## config.mk

```make
export PLATFORM = sky130hd
export DESIGN_NAME = seq_cmp
export DESIGN_NICKNAME = d
export VERILOG_FILES = /design/src/rtl/seq_cmp.sv
export SDC_FILE = /design/constraint.sdc
export NUM_CORES = 1
export LEC_CHECK = 0
export ABC_AREA = 1
export BUFFER_PORTS_ARGS = -buffer_cell sky130_fd_sc_hd__clkbuf_2
export CAP_MARGIN = 40
export CORE_MARGIN = 8
export CORE_UTILIZATION = 57
export CTS_BUF_LIST = sky130_fd_sc_hd__clkbuf_8
export DETAILED_ROUTE_END_ITERATION = 10
export GPL_ROUTABILITY_DRIVEN = 0
export PLACE_DENSITY = 0.9
export SYNTH_ARGS = -nofsm -noshare
export SYNTH_HDL_FRONTEND = slang
export SYNTH_SLANG_ARGS = --single-unit
```

## constraint.sdc

```tcl
create_clock -name clk -period 3.36 [get_ports clk]
set_input_delay 0.504 -clock clk [delete_from_list [all_inputs] [get_ports clk]]
set_output_delay 0.504 -clock clk [all_outputs]
set_load 0.02 [all_outputs]
```

## src/rtl/seq_cmp.sv

```systemverilog
// seq_cmp: multi-cycle comparator that scans operands MSB-first in CHUNK-bit slices.
// Ports: clk, rst (sync, active high), start/op/X/Y request; busy, done, result status.
module seq_cmp #(
    parameter int WIDTH = 32,
    parameter int CHUNK = 8
) (
    input  logic             clk,
    input  logic             rst,
    input  logic             start,
    input  logic [2:0]       op,
    input  logic [WIDTH-1:0] X,
    input  logic [WIDTH-1:0] Y,
    output logic             busy,
    output logic             done,
    output logic [WIDTH-1:0] result
);

    localparam int NCHUNK = (CHUNK > 0) ? WIDTH / CHUNK : 1;
    localparam int IW     = (NCHUNK > 1) ? $clog2(NCHUNK) : 1;
    localparam logic [IW-1:0] TOP = IW'(NCHUNK - 1);

    localparam logic [2:0] OP_SLT  = 3'b000;
    localparam logic [2:0] OP_SLTU = 3'b001;
    localparam logic [2:0] OP_EQ   = 3'b010;
    localparam logic [2:0] OP_NE   = 3'b011;
    localparam logic [2:0] OP_SGE  = 3'b100;
    localparam logic [2:0] OP_SGEU = 3'b101;

    localparam bit BAD_CFG = (CHUNK < 1) ? 1'b1 : ((WIDTH % CHUNK) != 0);

    generate
        if (BAD_CFG) begin : g_bad_cfg
            $error("seq_cmp: WIDTH must be a positive multiple of CHUNK");
        end
    endgenerate

    typedef enum logic [1:0] {
        S_IDLE,
        S_SCAN,
        S_DONE
    } state_e;

    state_e            state_q, state_d;
    logic [WIDTH-1:0]  x_q, x_d;
    logic [WIDTH-1:0]  y_q, y_d;
    logic [2:0]        op_q, op_d;
    logic [IW-1:0]     idx_q, idx_d;
    logic [WIDTH-1:0]  res_q, res_d;

    logic [CHUNK-1:0]  xc, yc;
    logic              sgn;
    logic              differ;
    logic              lt, eq;
    logic              fbit;

    // Current slices; for signed ops the sign bit is flipped so that an
    // unsigned compare of the top slice orders two's-complement values.
    always_comb begin
        xc  = x_q[int'(idx_q) * CHUNK +: CHUNK];
        yc  = y_q[int'(idx_q) * CHUNK +: CHUNK];
        sgn = (op_q == OP_SLT) || (op_q == OP_SGE);
        if (sgn && (idx_q == TOP)) begin
            xc[CHUNK-1] = ~xc[CHUNK-1];
            yc[CHUNK-1] = ~yc[CHUNK-1];
        end
        differ = (xc != yc);
        lt     = differ && (xc < yc);
        eq     = !differ;
    end

    always_comb begin
        fbit = 1'b0;
        case (op_q)
            OP_SLT, OP_SLTU: fbit = lt;
            OP_EQ:           fbit = eq;
            OP_NE:           fbit = !eq;
            OP_SGE, OP_SGEU: fbit = !lt;
            default:         fbit = 1'b0;
        endcase
    end

    always_comb begin
        state_d = state_q;
        x_d     = x_q;
        y_d     = y_q;
        op_d    = op_q;
        idx_d   = idx_q;
        res_d   = res_q;
        unique case (state_q)
            S_IDLE, S_DONE: begin
                if (start) begin
                    x_d     = X;
                    y_d     = Y;
                    op_d    = op;
                    idx_d   = TOP;
                    state_d = S_SCAN;
                end else begin
                    state_d = S_IDLE;
                end
            end
            S_SCAN: begin
                // Stop on the first differing slice or after the last one.
                if (differ || (idx_q == '0)) begin
                    res_d   = WIDTH'(fbit);
                    state_d = S_DONE;
                end else begin
                    idx_d = idx_q - 1'b1;
                end
            end
            default: state_d = S_IDLE;
        endcase
    end

    always_ff @(posedge clk) begin
        if (rst) begin
            state_q <= S_IDLE;
            x_q     <= '0;
            y_q     <= '0;
            op_q    <= '0;
            idx_q   <= TOP;
            res_q   <= '0;
        end else begin
            state_q <= state_d;
            x_q     <= x_d;
            y_q     <= y_d;
            op_q    <= op_d;
            idx_q   <= idx_d;
            res_q   <= res_d;
        end
    end

    assign busy   = (state_q == S_SCAN);
    assign done   = (state_q == S_DONE);
    assign result = res_q;

endmodule
```

==> flow_summary_export.csv <==
group,metric,value,unit
cells_and_area,layout_commonest_cell,"nor2_1",
floorplan,design.core.area,5890,µm²
clocking,clk_pin_slew_worst_paths,0.08,ns
critical_path,crit_type,"reg2reg",
route,wl_per_cell,13.6,µm
floorplan,fp.dieH,93.8,µm
route,drc,0,
clocking,cts_buffers,9,
place,hpwlAfterDp,6240,µm
cells_and_area,drive_gt1_frac,0.194,
sta,fin_crit_sh,0.828,
route,dr.pass1.iters,6,
critical_path,critPathCaptureType,"flop",
global_routing,grt.overflow.total,0,
route,vias_per_cell,5.25,
floorplan,dieWidth,93.8,µm
run_status,status,"finished, final reports clean",
critical_path,slowest_delay,0.65,ns
global_routing,gr-usage-all-layers,0.185,
route,drt_iter0_drc,277,
cells_and_area,layout.nets,616,
sta,setup_tns,0,ns
global_routing,antenna_found_initial,0,
yosys,syn-cell-area,3450,µm²
clocking,clockBufferDepth,2,
floorplan,row_count,28,
clocking,cts_tree,"done",
cells_and_area,syn_to_final_growth,13.4,%
clocking,insertion_delay,0.35,ns
global_routing,first_global_vias,2998,
yosys,ys_types,24,
critical_path,worstSetupStartpointType,"flop",
route,dr_total_vias,3237,
power,p_per_area,538,nW/µm²
power,leakage,1.82,nW
cells_and_area,diodes,0,
sta,period_minus_slack,2.78,ns
clocking,postCtsSetupRepairBufs,0,
sta,finalHoldViolCount,0,
sta,slew_viol_final,0,
yosys,syn_inst,481,
critical_path,crit_path_frequent_cell,"nand2_2",
global_routing,grt_pass1_wl,13300,µm
sta,setup_viol,0,
clocking,cts-resized-gates,0,
power,ir_drop,0.000347,V
critical_path,cp.required,3.59,ns
cells_and_area,final_cell_mix,"nor2_1 (152), o21ai_0 (83), dfxtp_1 (72), clkbuf_2 (72), nand2_1 (37)",
clocking,htreeDepth,3,
sta,relSlewSlack,0.473,
floorplan,die_area,8800,µm²
sta,finClkSkew,0.00369,ns
clocking,cts_hold_buf,0,
floorplan,ios,104,
cells_and_area,fillers,510,
sta,rsz0062_at_grt,"false",
floorplan,initial_core_util,0.586,
yosys,yosys_register_bits,72,
place,port_buffers,72,
critical_path,slowest_stage,"dfxtp_1",
cells_and_area,fin_cells,616,
place,dp_cells,600,
critical_path,cp_max_fo,35,
sta,worst_pin_slew,0.789,ns
min_path,hp-class,"in2reg",
route,routed_wl,8380,µm
clocking,cts_root_buf,"clkbuf_8",
clocking,cts.sinks,72,
yosys,synth-seq-area-share,0.418,
job,drv_cap,0,
global_routing,grt_start_max_net_pins,71,
critical_path,cp_cell_sequence,"inv_2 > o21ai_0 > o22ai_1 > xnor2_1 > ha_1 > nand2_2 > nor2_4 > nand2_2 > nor3b_2 > nor2_1 > clkinv_2 > a21oi_1 > o21ai_1",
critical_path,worstPathArrival,3.01,ns
yosys,avgSynthCellArea,7.17,µm²
sta,fmax,0.359,GHz
yosys,ys.warnings.count,0,
route,ant_nets,0,
[flip-flops by register name, indices dropped and copies added (netlist names)]
register and flops:
result 1, state_q 2, op_q 3, y_q 32
idx_q 2, x_q 32
[metal layers]
metal | global-route usage | share of wire | vias to the layer above
met5 | 0 | 0 | -
met1 | 0.227 | 0.41 | 1456
li1 | - | - | 1615
met3 | 0.0568 | 0.11 | 13
met4 | 0.0753 | 0.018 | 0
met2 | 0.295 | 0.47 | 153
[cell families after synthesis]
kind of cell,count (synthesis),synth area share
buf+inv,74,0.121
simple gates,202,0.231
compound gates,120,0.188
flops,72,0.418
fa+ha+maj,10,0.0363
other cells,1,0.00109
xor+xnor,2,0.00508
[synth_stat cells]
cell type,n,area [µm²]
nor2_4,1,11.3
o22ai_1,9,56.3
inv_1,7,26.3
conb_1,1,3.75
nand3_1,5,25.0
buf_4,32,240
buf_2,15,75.1
nand2_2,4,25.0
nor3b_2,1,12.5
xnor2_1,1,8.76
inv_2,5,18.8
nor2_1,152,571
clkinv_2,1,5.00
a32o_1,7,70.1
o21ai_1,4,20.0
o21ai_0,83,415
a21oi_1,16,80.1
nor2_2,2,12.5
ha_1,10,125
o211ai_1,1,7.51
dfxtp_1,72,1440
nand2_1,37,139
xor2_1,1,8.76
clkbuf_1,14,52.6
[power by group]
part,switching [mW],internal (mW),leakage (nW)
sequential,0.0473,0.921,0.597
clock,0.325,0.434,0.112
combinational,0.231,0.144,1.11
[final timing paths]
kind / start / endpoint / slack (ns) / cells after the start
worst min-delay path: Y[3] / y_q[3] / 0.40 / 3
worst min register to register: result[0] / result[0] / 0.48 / 2
worst max register to register: idx_q[0] / idx_q[1] / 0.58 / 13
worst max-delay path: idx_q[0] / idx_q[1] / 0.58 / 13
[per-stage QoR]
| step | util | area, µm² | setup slack [ns] | hold slack, ns | power [mW] |
|---|---|---|---|---|---|
| global route | 0.665 | 3910 | 0.348 | 0.407 | 2.20 |
| global placement | 0.623 | 3660 | 0.814 | 0.460 | 1.33 |
| finish | 0.665 | 3910 | 0.577 | 0.403 | 2.10 |
| floorplan | - | 3560 | 1.28 | 0.450 | 1.28 |
| CTS | 0.665 | 3910 | 0.641 | 0.399 | 2.10 |
| detailed placement | 0.627 | 3690 | 0.673 | 0.465 | 1.36 |
[final cells by class]
type,count,area [µm²],area share
multi-input combinational,365,1700,0.436
sequential,72,1440,0.368
timing repair buffer,75,403,0.103
clock buffer,10,138,0.0352
tap,75,93.8,0.0240
clock inverter,6,82.6,0.0211
inverter,13,50.0,0.0128
[critical path: cells and delay by family (launching register included)]
kind | cells | cell delay, ns
DFF | 1 | 0.65
buffers and inverters | 2 | 0.47
adders and majority gates | 1 | 0.33
and+or+nand+nor | 5 | 0.48
AOI/OAI and AO/OA | 4 | 0.59
xor gates and xnor gates | 1 | 0.14
(Power assumes the default switching activity.)
